===== src/rtl/alu_div_seq.sv =====
// Sequential restoring divider that borrows the shared datapath ALU for every subtract.
// Optional signed support is enabled with `define ALU_DIV_SIGNED_EN (adds the is_signed port).
module alu_div_seq #(
  parameter int W = 32
) (
  input  logic         clk,
  input  logic         rst_n,
  input  logic         start,
  input  logic [W-1:0] dividend,
  input  logic [W-1:0] divisor,
`ifdef ALU_DIV_SIGNED_EN
  input  logic         is_signed,
`endif
  output logic         busy,
  output logic         done,
  output logic [W-1:0] quotient,
  output logic [W-1:0] remainder,
  output logic         div_by_zero,
  output logic [2:0]   alu_control,
  output logic [W-1:0] alu_A,
  output logic [W-1:0] alu_B,
  input  logic [W-1:0] alu_out,
  input  logic         alu_N,
  input  logic         alu_Z,
  input  logic         alu_C,
  input  logic         alu_V
);

  localparam int CW = (W > 1) ? $clog2(W) : 1;
  localparam logic [2:0] OP_NONE = 3'd0;
  localparam logic [2:0] OP_SUB  = 3'd1;
  localparam logic [2:0] OP_NEG  = 3'd2;

  typedef enum logic [2:0] {
    S_IDLE = 3'd0,
    S_ZCHK = 3'd1,
    S_ITER = 3'd2,
    S_DONE = 3'd3,
    S_NEGA = 3'd4,
    S_NEGB = 3'd5,
    S_FIXQ = 3'd6,
    S_FIXR = 3'd7
  } state_t;

  state_t        r_state, w_state_nxt;
  logic [W-1:0]  r_r, r_q, r_d;
  logic [W-1:0]  w_r_nxt, w_q_nxt, w_d_nxt, w_shift;
  logic [CW-1:0] r_cnt, w_cnt_nxt;
  logic          r_busy, r_done, r_dz;
  logic          w_busy_nxt, w_done_nxt, w_dz_nxt;
  logic [W-1:0]  r_quot, r_rem, w_quot_nxt, w_rem_nxt;
  logic [2:0]    r_alu_ctl, w_alu_ctl_nxt;
  logic [W-1:0]  r_alu_a, r_alu_b, w_alu_a_nxt, w_alu_b_nxt;
  logic          w_unused_flags;
`ifdef ALU_DIV_SIGNED_EN
  logic          r_sgn, r_sa, r_sb;
  logic          w_sgn_nxt, w_sa_nxt, w_sb_nxt;
`endif

  assign w_shift        = {r_r[W-2:0], r_q[W-1]};
  assign w_unused_flags = ^{alu_N, alu_Z, alu_V};

  assign busy        = r_busy;
  assign done        = r_done;
  assign quotient    = r_quot;
  assign remainder   = r_rem;
  assign div_by_zero = r_dz;
  assign alu_control = r_alu_ctl;
  assign alu_A       = r_alu_a;
  assign alu_B       = r_alu_b;

  // Next-state and datapath update; results are captured on the edge entering DONE
  always_comb begin
    w_state_nxt = r_state;
    w_r_nxt     = r_r;
    w_q_nxt     = r_q;
    w_d_nxt     = r_d;
    w_cnt_nxt   = r_cnt;
    w_dz_nxt    = r_dz;
    w_quot_nxt  = r_quot;
    w_rem_nxt   = r_rem;
`ifdef ALU_DIV_SIGNED_EN
    w_sgn_nxt   = r_sgn;
    w_sa_nxt    = r_sa;
    w_sb_nxt    = r_sb;
`endif
    case (r_state)
      S_IDLE: begin
        if (start) begin
          w_q_nxt     = dividend;
          w_d_nxt     = divisor;
          w_r_nxt     = {W{1'b0}};
          w_cnt_nxt   = CW'(W - 1);
`ifdef ALU_DIV_SIGNED_EN
          w_sgn_nxt   = is_signed;
          w_sa_nxt    = is_signed & dividend[W-1];
          w_sb_nxt    = is_signed & divisor[W-1];
`endif
          w_state_nxt = S_ZCHK;
        end else begin
          w_state_nxt = S_IDLE;
        end
      end
      S_ZCHK: begin
        if (r_d == {W{1'b0}}) begin
          w_quot_nxt  = {W{1'b1}};
          w_rem_nxt   = r_q;
          w_dz_nxt    = 1'b1;
          w_state_nxt = S_DONE;
        end else begin
          w_dz_nxt    = 1'b0;
`ifdef ALU_DIV_SIGNED_EN
          w_state_nxt = r_sgn ? S_NEGA : S_ITER;
`else
          w_state_nxt = S_ITER;
`endif
        end
      end
      S_ITER: begin
        // alu_C high means no borrow: the trial subtract is kept
        if (alu_C) begin
          w_r_nxt = alu_out;
          w_q_nxt = {r_q[W-2:0], 1'b1};
        end else begin
          w_r_nxt = w_shift;
          w_q_nxt = {r_q[W-2:0], 1'b0};
        end
        w_cnt_nxt = r_cnt - CW'(1);
        if (r_cnt == {CW{1'b0}}) begin
`ifdef ALU_DIV_SIGNED_EN
          if (r_sgn) begin
            w_state_nxt = S_FIXQ;
          end else begin
            w_quot_nxt  = w_q_nxt;
            w_rem_nxt   = w_r_nxt;
            w_state_nxt = S_DONE;
          end
`else
          w_quot_nxt  = w_q_nxt;
          w_rem_nxt   = w_r_nxt;
          w_state_nxt = S_DONE;
`endif
        end else begin
          w_state_nxt = S_ITER;
        end
      end
      S_DONE: begin
        w_state_nxt = S_IDLE;
      end
`ifdef ALU_DIV_SIGNED_EN
      S_NEGA: begin
        if (r_sa) begin
          w_q_nxt = alu_out;
        end else begin
          w_q_nxt = r_q;
        end
        w_state_nxt = S_NEGB;
      end
      S_NEGB: begin
        if (r_sb) begin
          w_d_nxt = alu_out;
        end else begin
          w_d_nxt = r_d;
        end
        w_state_nxt = S_ITER;
      end
      S_FIXQ: begin
        if (r_sa ^ r_sb) begin
          w_q_nxt = alu_out;
        end else begin
          w_q_nxt = r_q;
        end
        w_state_nxt = S_FIXR;
      end
      S_FIXR: begin
        // remainder follows the dividend's sign
        if (r_sa) begin
          w_r_nxt = alu_out;
        end else begin
          w_r_nxt = r_r;
        end
        w_quot_nxt  = w_q_nxt;
        w_rem_nxt   = w_r_nxt;
        w_state_nxt = S_DONE;
      end
`endif
      default: begin
        w_state_nxt = S_IDLE;
      end
    endcase
  end

  // ALU request and status for the upcoming state, so the registered outputs line up with it
  always_comb begin
    w_alu_ctl_nxt = OP_NONE;
    w_alu_a_nxt   = {W{1'b0}};
    w_alu_b_nxt   = {W{1'b0}};
    w_busy_nxt    = (w_state_nxt != S_IDLE) && (w_state_nxt != S_DONE);
    w_done_nxt    = (w_state_nxt == S_DONE);
    case (w_state_nxt)
      S_ITER: begin
        w_alu_ctl_nxt = OP_SUB;
        w_alu_a_nxt   = {w_r_nxt[W-2:0], w_q_nxt[W-1]};
        w_alu_b_nxt   = w_d_nxt;
      end
`ifdef ALU_DIV_SIGNED_EN
      S_NEGA, S_FIXQ: begin
        w_alu_ctl_nxt = OP_NEG;
        w_alu_a_nxt   = w_q_nxt;
      end
      S_NEGB: begin
        w_alu_ctl_nxt = OP_NEG;
        w_alu_a_nxt   = w_d_nxt;
      end
      S_FIXR: begin
        w_alu_ctl_nxt = OP_NEG;
        w_alu_a_nxt   = w_r_nxt;
      end
`endif
      default: begin
        w_alu_ctl_nxt = OP_NONE;
      end
    endcase
  end

  // FSM state register
  always_ff @(posedge clk or negedge rst_n) begin
    if (!rst_n) begin
      r_state <= S_IDLE;
    end else begin
      r_state <= w_state_nxt;
    end
  end

  // Datapath and registered outputs
  always_ff @(posedge clk or negedge rst_n) begin
    if (!rst_n) begin
      r_r       <= {W{1'b0}};
      r_q       <= {W{1'b0}};
      r_d       <= {W{1'b0}};
      r_cnt     <= {CW{1'b0}};
      r_busy    <= 1'b0;
      r_done    <= 1'b0;
      r_dz      <= 1'b0;
      r_quot    <= {W{1'b0}};
      r_rem     <= {W{1'b0}};
      r_alu_ctl <= OP_NONE;
      r_alu_a   <= {W{1'b0}};
      r_alu_b   <= {W{1'b0}};
`ifdef ALU_DIV_SIGNED_EN
      r_sgn     <= 1'b0;
      r_sa      <= 1'b0;
      r_sb      <= 1'b0;
`endif
    end else begin
      r_r       <= w_r_nxt;
      r_q       <= w_q_nxt;
      r_d       <= w_d_nxt;
      r_cnt     <= w_cnt_nxt;
      r_busy    <= w_busy_nxt;
      r_done    <= w_done_nxt;
      r_dz      <= w_dz_nxt;
      r_quot    <= w_quot_nxt;
      r_rem     <= w_rem_nxt;
      r_alu_ctl <= w_alu_ctl_nxt;
      r_alu_a   <= w_alu_a_nxt;
      r_alu_b   <= w_alu_b_nxt;
`ifdef ALU_DIV_SIGNED_EN
      r_sgn     <= w_sgn_nxt;
      r_sa      <= w_sa_nxt;
      r_sb      <= w_sb_nxt;
`endif
    end
  end

endmodule


===== config.mk =====
export PLATFORM = sky130hd
export DESIGN_NAME = alu_div_seq
export DESIGN_NICKNAME = d
export VERILOG_FILES = /design/src/rtl/alu_div_seq.sv
export SDC_FILE = /design/constraint.sdc
export NUM_CORES = 1
export LEC_CHECK = 0
export CAP_MARGIN = 20
export CORE_ASPECT_RATIO = 1.4
export CORE_MARGIN = 2
export CORE_UTILIZATION = 50
export DETAILED_ROUTE_END_ITERATION = 7
export GPL_ROUTABILITY_DRIVEN = 0
export PLACE_DENSITY = 0.83
export SLEW_MARGIN = 20
export SYNTH_ARGS = -nofsm -noshare
export SYNTH_HDL_FRONTEND = slang
export SYNTH_SLANG_ARGS = --single-unit

===== constraint.sdc =====
create_clock -name clk -period 3.8 [get_ports clk]
set_input_delay 1.14 -clock clk [delete_from_list [all_inputs] [get_ports clk]]
set_output_delay 1.14 -clock clk [all_outputs]
set_load 0.01 [all_outputs]

* Word level (Yosys, flattened, before mapping)
Cells that the tools add are included.
Widths: inputs -> output; s select.
** Word-level totals
- Register bits after elaboration :: 237
- Word-level logic and storage cells :: 56
** Cells by class
- Add/subtract/negate cells :: 1
- Eq/ne operators :: 8
- Mux-type cells :: 24
- Reductions and logical operators :: 9
** Operators with widths (count)
- $mux 32 :: 10
- $pmux 32 s2 :: 3
- $pmux 31 s2 :: 1
- $logic_not 32->1 :: 1
- $mux 31 :: 1
- $pmux 5 s2 :: 1
- $eq 3x2->1 const B :: 3
- $pmux 3 s3 :: 1
- $mux 1 :: 6
- $ne 2x2->1 const B :: 3
- $logic_not 5->1 :: 1
- $mux 5 :: 1
- $sub 5x1->5 const B :: 1
- $reduce_bool 2->1 :: 2
- $eq 3x1->1 const B :: 1
- $logic_not 3->1 :: 1
- $ne 3x2->1 const B :: 1
- $reduce_and 3->1 :: 1
- $reduce_bool 3->1 :: 1
- $reduce_and 2->1 :: 1
- $logic_and 1x1->1 :: 1

* Depth between registers and ports, before layout
Gate-level depths: netlist of the first run.
- Depth after elaboration :: 5
- Mapped depth :: 9
- Mapped depth without buffers :: 7

* Worst setup path before layout of the first run
Ideal clock, no wire load.
- Path kind :: input-to-reg
- Start :: in start
- End :: reg r_alu_a[0], in the netlist alu_A[0]
- Data arrival time :: 2.731 ns
- Required time :: 3.681 ns
- Path slack :: 0.950 ns
- Stages on the path :: 8
- Path buffers :: 4
- Cell sequence :: clkbuf_1 > nand2_1 > clkbuf_1 > a31o_2 > ha_1 > buf_1 > clkbuf_1 > and2_1
** On the way
- Longest elaborated chain between the ends :: 4
- Elaborated cells between the ends (all ways) :: 6
- Classes of those cells :: 1 x eq/ne; 5 x mux
** RTL lines
- from (decl) :: line 8 : input logic start,
- $mux 1 :: line 89 : if (start) begin
- $pmux 3 s3 :: line 87 : case (r_state)
- $eq 3x2->1 :: line 200 : case (w_state_nxt)
- $mux 32 (*) :: line 200
- net w_alu_a_nxt[0] :: line 53 : logic [W-1:0] r_alu_a, r_alu_b, w_alu_a_nxt, w_alu_b_nxt;
- to (signal assigned) :: line 248 : r_alu_a <= {W{1'b0}};
- to (signal assigned) :: line 266 : r_alu_a <= w_alu_a_nxt;
- to (decl) :: line 53
The timed path passes the listed nets; every way through them passes the cells marked *. The select of a mux whose other input is x is not followed.
A chain may end at the register's enable or synchronous reset.

* Worst setup path after layout of the first run
- Start :: reg r_d[8]
- End :: reg r_alu_b[9], in the netlist alu_B[9]
** On the way
- Longest elaborated chain between the ends :: 5
** RTL lines
- from (decl) :: line 46 : logic [W-1:0] r_r, r_q, r_d;
- from (signal assigned) :: line 240 : r_d <= {W{1'b0}};
- from (signal assigned) :: line 258 : r_d <= w_d_nxt;
- $logic_not 32->1 :: line 105 : if (r_d == {W{1'b0}}) begin
- $mux 1 :: line 105
- $pmux 3 s3 :: line 87
- $eq 3x2->1 :: line 200
- $mux 32 :: line 200
- net w_alu_b_nxt[9] :: line 53
- to (signal assigned) :: line 249 : r_alu_b <= {W{1'b0}};
- to (signal assigned) :: line 267 : r_alu_b <= w_alu_b_nxt;
- to (decl) :: line 53
The timed path passes the listed nets, and every way through them passes these cells.

==> run summary, run 1 <==
Largest family of logic cells by synthesized area -> multiplexers
Vias -> 7082
XOR/XNOR Fraction of Synth Area -> 0.00253
Multiplexer share of the synthesized area -> 0.188
CP max stage cell -> ha_2
CTS root buf -> clkbuf_16
Min cycle time layout -> 2.72 ns
CP required -> 4.19 ns
Most numerous cell on the critical path -> nand2_1
Vias in the first global route -> 7493
Worst Hold Class -> reg2reg
PD cells -> 909 mW/mm^2
DRC -> 0
Fmax -> 0.367 GHz
Largest net degree at the start of global routing -> 88
Synth area leaders -> dfrtp_1 (56%), mux2_4 (8.7%), mux2i_1 (6.1%)
Yosys reg bits -> 234
Worst path max stage delay -> 0.52 ns
Ports -> 237
Fill cell count -> 1529
Final setup TNS -> 0 ns
# setup viols final -> 0
Leakage power -> 6.55 nW
Starting Density -> 0.508
Clock latency on the worst-skew pair -> 0.52 ns
WHS Path Cells -> 1
Post-CTS Hold Fix Bufs -> 0
Path length in cells of the critical path -> 7
Worst Tran Pin Value -> 0.999 ns
Most common cell after layout, fill and taps aside -> dfrtp_1
Crit Path Class -> reg2reg
Crit-path cells -> nor4_1 > nand2_1 > nor4_2 > nand2_1 > a31o_2 > ha_2 > and2_1
Fin cells -> 1282
Synth cell types -> 35
Peak VDD IR -> 0.636 mV
WL/cell -> 20.5 um
Rel. slew slack -> 0.334
MaxCap Viol Count -> 0
CP delay by family, top -> simple AND/OR/NAND/NOR gates
Core footprint -> 0.0204 mm^2
Htree depth -> 1
Die Width -> 126 um
CTS Sinks -> 234
Initial drt markers -> 558
Grt total ovfl -> 0
Crit start category -> register
Adder-cell share of the synthesized area -> 0.0109
DPL Wire Length -> 18000 um
CTS buffer count -> 24
Slew Limit Fails -> 0
Warnings, synthesis -> 0
Status -> finished clean
Synthesized instance count -> 797
Worst Setup End Kind -> register
Reg2Reg Depth -> 7
Area taken by multi-input logic gates -> 0.00424 mm^2
Layout area overhead -> 31.9%
Postcts setup bufs -> 0
Mapped cell area -> 0.0104 mm^2
Port Buf Inserts -> 231
Initial antenna violation count -> 0
Crit path buf inv count -> 0
CTS clock-pin slew for the worst setup and hold paths -> 0.06 ns
First-pass GRT wire length -> 41300 um
Largest fanout on the critical path -> 64
Avg Cell Area, Syn -> 13.0 um^2
Hold Vio Cnt, Final -> 0
Final net count -> 1122
Tcrit/Tclk final -> 0.717
Clk_skew -> 0.0156 ns
Synth Area in Compound Gates -> 0.108
Die footprint -> 0.0219 mm^2
Core Rows -> 62
Max Root-Sink Buffers -> 3
Pre-antenna DRT Iters -> 5
FF+latch area -> 0.00586 mm^2
Ant diodes -> 0
Total wire length -> 26300 um
Most frequent cells in the layout -> dfrtp_1 (234), clkdlybuf4s50_1 (229), nor2_1 (66)
Dpl cells -> 1240
DR vias/cell -> 5.52
Cell taking the most area after synthesis -> dfrtp_1
RSZ-0062 raised after global routing -> false
Simple-gate share of the synthesized area -> 0.0956
Die Height -> 174 um
Final core occ -> 0.670
Gates resized, CTS repair -> 0
Layout cell share with drive strength beyond 1 -> 0.154
GRT Util Overall -> 0.237
Antenna Violating Nets Remaining -> 0
Post-synth top area share -> 0.565
Post-synthesis sequential area ratio -> 0.565
TritonCTS clock tree -> yes
Arr. time, crit path -> 3.12 ns
[routing by layer]
layer,up-vias,GRT usage,share of wire
met1,3565,0.287,0.38
li1,3219,-,-
met5,-,0,0
met2,261,0.418,0.52
met4,0,0.0685,0.026
met3,37,0.0576,0.074
[path summary, 6_finish.rpt]
| check | slack (ns) | start | endpoint |
|---|---|---|---|
| max reg2reg | 1.08 | r_d[8] | alu_B[9] |
| max in group asynchronous | 2.29 | rst_n | r_d[25] |
| min reg2reg | 0.49 | r_r[20] | r_r[20] |
| min | 0.49 | r_r[20] | r_r[20] |
| min in group asynchronous | 0.56 | rst_n | r_q[5] |
| max | 1.08 | r_d[8] | alu_B[9] |
[stage by stage]
stage          instance area, um^2  power (mW)  setup slack (ns)  hold WS (ns)
3_5_place_dp                 12900        10.1             0.603         0.479
2_1_floorplan                10400        7.79             0.950         0.462
4_1_cts                      13700        12.5             0.989         0.492
5_1_grt                      13700        13.2             0.828         0.515
6_report                     13700        12.4              1.08         0.489
3_3_place_gp                 12900        9.90             0.607         0.472
[sequential cells by signal, indices dropped and copies added (netlist names)]
signal / count
alu_A: 32
alu_B: 32
alu_control: 1
busy: 1
div_by_zero: 1
done: 1
quotient: 32
r_cnt: 5
r_d: 32
r_q: 32
r_r: 31
r_state: 2
remainder: 32
[kinds of logic (layout without fill, tap and decap cells)]
logic type,Yosys count,in the layout
flip-flops,234,234
AND/OR/NAND/NOR,188,188
multiplexers,160,160
AO/OA/AOI/OAI,136,136
buffers and inverters,66,294
adder cells (fa/ha/maj),9,9
XOR/XNOR,3,3
other,1,2
[synthesized netlist by cell type]
| master | instances |
|---|---|
| a21o_1 | 62 |
| a21oi_1 | 2 |
| a221o_1 | 31 |
| a22o_1 | 31 |
| a31o_2 | 1 |
| a31oi_1 | 1 |
| a32oi_1 | 1 |
| and2_1 | 64 |
| buf_1 | 3 |
| buf_2 | 8 |
| buf_4 | 2 |
| buf_6 | 6 |
| clkbuf_1 | 39 |
| conb_1 | 1 |
| dfrtp_1 | 234 |
| ha_1 | 9 |
| inv_1 | 7 |
| inv_2 | 1 |
| mux2_2 | 37 |
| mux2_4 | 60 |
| mux2i_1 | 63 |
| nand2_1 | 10 |
| nand2b_1 | 33 |
| nand3_1 | 2 |
| nand4b_1 | 1 |
| nor2_1 | 66 |
| nor2b_1 | 1 |
| nor3_1 | 1 |
| nor4_1 | 9 |
| nor4_2 | 1 |
| o21ai_0 | 5 |
| o21ai_1 | 1 |
| o21ai_2 | 1 |
| xnor2_1 | 1 |
| xor2_1 | 2 |
[where the power goes]
part,internal [mW],leakage [nW],switching [mW]
sequential,3.63,2.86,0.830
clock,1.40,0.394,0.971
combinational,3.10,3.30,2.50
[final cells by class]
type                    count  share of cell area
clock buffers              33              0.0502
well taps                 256              0.0234
clock inverters             9             0.00769
multi-input cells         498               0.310
repair buffers            244               0.178
inverters                   8             0.00220
flip-flops and latches    234               0.428
(Power assumes the default switching activity.)
==> inputs of run 2 (changes only) <==
Clock period 3.8 ns to 2.85 ns, I/O delays scaled along.
==> run 2 against run 1 <==
  * Clock-buffer cell count unchanged
  * Wire length down 0.60%
  * Total power up 33%
  * Largest cell class unchanged
  * Largest power group unchanged
  * Highest routed layer unchanged
==> run summary, run 2 (synthesis gave the netlist of run 1 again) <==
Rel. slew slack -> 0.536 (+0.202)
Crit start category -> register
Starting Density -> 0.508 (unchanged)
Final net count -> 1129 (+0.62%)
Gates resized, CTS repair -> 0 (unchanged)
Leakage power -> 6.58 nW (+0.45%)
Vias in the first global route -> 7683 (+2.5%)
Die footprint -> 0.0219 mm^2 (unchanged)
Worst Hold Class -> in2async
Fill cell count -> 1505 (-1.6%)
# setup viols final -> 0 (unchanged)
Largest fanout on the critical path -> 36 (-44%)
Htree depth -> 1 (unchanged)
Clock latency on the worst-skew pair -> 0.51 ns (about the same)
Largest net degree at the start of global routing -> 104 (+18%)
Core Rows -> 62 (unchanged)
First-pass GRT wire length -> 41600 um (+0.67%)
Worst Tran Pin Value -> 0.695 ns (-0.304 ns)
Tcrit/Tclk final -> 0.887 (+0.170)
TritonCTS clock tree -> yes
Crit Path Class -> reg2reg
CTS buffer count -> 23 (-4.2%)
Initial drt markers -> 401 (-28%)
Die Width -> 126 um (unchanged)
Fmax -> 0.396 GHz (+7.8%)
Crit path buf inv count -> 1 (+1)
Hold Vio Cnt, Final -> 0 (unchanged)
Worst path max stage delay -> 0.43 ns (-0.09 ns)
Final setup TNS -> 0 ns (unchanged)
Most frequent cells in the layout -> dfrtp_1 (234), clkdlybuf4s50_1 (229), nor2_1 (66)
CTS root buf -> clkbuf_16
Layout cell share with drive strength beyond 1 -> 0.156 (+0.00231)
CP delay by family, top -> simple AND/OR/NAND/NOR gates
DRC -> 0 (unchanged)
Total Power -> 16.5 mW (+33%)
Postcts setup bufs -> 0 (unchanged)
Post-placement setup slack -> 0.226 ns (-0.376 ns)
Initial antenna violation count -> 1 (+1)
Grt total ovfl -> 0 (unchanged)
Core footprint -> 0.0204 mm^2 (unchanged)
Max Root-Sink Buffers -> 3 (unchanged)
Worst Setup End Kind -> register
Slew Limit Fails -> 0 (unchanged)
Peak VDD IR -> 0.842 mV (+32%)
GRT Util Overall -> 0.239 (+0.00196)
Clk_skew -> 0.0190 ns (+0.00337 ns)
DPL Wire Length -> 18400 um (+2.3%)
Final WS setup -> 0.322 ns (-0.754 ns)
Layout area overhead -> 32.6%
CTS clock-pin slew for the worst setup and hold paths -> 0.06 ns (about the same)
Antenna Violating Nets Remaining -> 0 (unchanged)
Pre-antenna DRT Iters -> 4 (-1)
Min cycle time layout -> 2.53 ns (-0.196 ns)
Die Height -> 174 um (unchanged)
Crit-path cells -> nor4_1 > nand2_1 > nor4_2 > nand2_1 > a31o_2 > ha_2 > buf_4 > and2_1
Ports -> 237 (unchanged)
Status -> finished clean
WL/cell -> 20.3 um (-0.98%)
CP max stage cell -> nor4_2
Hold WS -> 0.293 ns (-0.196 ns)
Most common cell after layout, fill and taps aside -> dfrtp_1
CP required -> 3.25 ns (-0.94 ns)
Vias -> 7054 (-0.40%)
RSZ-0062 raised after global routing -> false
MaxCap Viol Count -> 0 (unchanged)
Arr. time, crit path -> 2.93 ns (-0.19 ns)
DR vias/cell -> 5.48 (-0.78%)
PD cells -> 1200 mW/mm^2 (+32%)
CTS Sinks -> 234 (unchanged)
Port Buf Inserts -> 231 (unchanged)
Most numerous cell on the critical path -> nand2_1
Total wire length -> 26100 um (-0.60%)
Post-CTS Hold Fix Bufs -> 0 (unchanged)
==> run 2: cell types whose count changed in the layout (fill, tap and decap cells not counted), sizes merged <==
cell    change
diode       +1
buf         +8
clkinv      -4
==> run 2: final cells by class <==
cell class / count / area, um^2 / share of cell area
antenna: 1 / 2.50 / 0.000182
tap: 256 / 320 / 0.0233
clock inverter: 5 / 78.8 / 0.00573
multi-input combinational: 498 / 4240 / 0.308
sequential: 234 / 5860 / 0.426
clock buffer: 33 / 653 / 0.0475
timing repair buffer: 252 / 2570 / 0.187
inverter: 8 / 30.0 / 0.00218
==> run 2: path summary, 6_finish.rpt <==
| kind | startpoint | endpoint | slack (ns) | cells past startpoint |
|---|---|---|---|---|
| setup / recovery | r_d[8] | alu_A[6] | 0.32 | 8 |
| hold / removal | rst_n | quotient[5] | 0.29 | 1 |
| setup reg to reg | r_d[8] | alu_A[6] | 0.32 | 8 |
| hold reg to reg | r_r[30] | r_r[30] | 0.49 | 1 |
| max in group asynchronous | rst_n | r_q[28] | 1.80 | 2 |
| min in group clk | r_r[30] | r_r[30] | 0.49 | 1 |
==> run 2: worst reg2reg max path: cells and delay by family, from the launching register on <==
family | cells | cell delay (ns)
adder cells (fa/ha/maj) | 1 | 0.18
AND/OR/NAND/NOR | 5 | 1.37
buffers and inverters | 1 | 0.23
flip-flops | 1 | 0.38
AO/OA/AOI/OAI | 1 | 0.25
==> run 2: stage by stage <==
step,instance area (um^2),instances,utilization
floorplan,10400,798,-
global placement,13000,1248,0.638
detailed placement,13000,1248,0.638
CTS,13700,1286,0.674
global route,13700,1287,0.674
finish,13700,1287,0.674
==> run 2: where the power goes <==
part / internal (mW) / switching [mW]
Sequential: 4.85 / 1.10
Clock: 1.76 / 1.24
Combinational: 4.24 / 3.36
==> run 2: layer usage <==
layer	wire (um)	GRT usage	up-vias
li1	-	-	3237
met1	10100	0.288	3532
met2	13400	0.418	237
met3	1620	0.0465	48
met4	1030	0.0963	0
met5	0	0	-
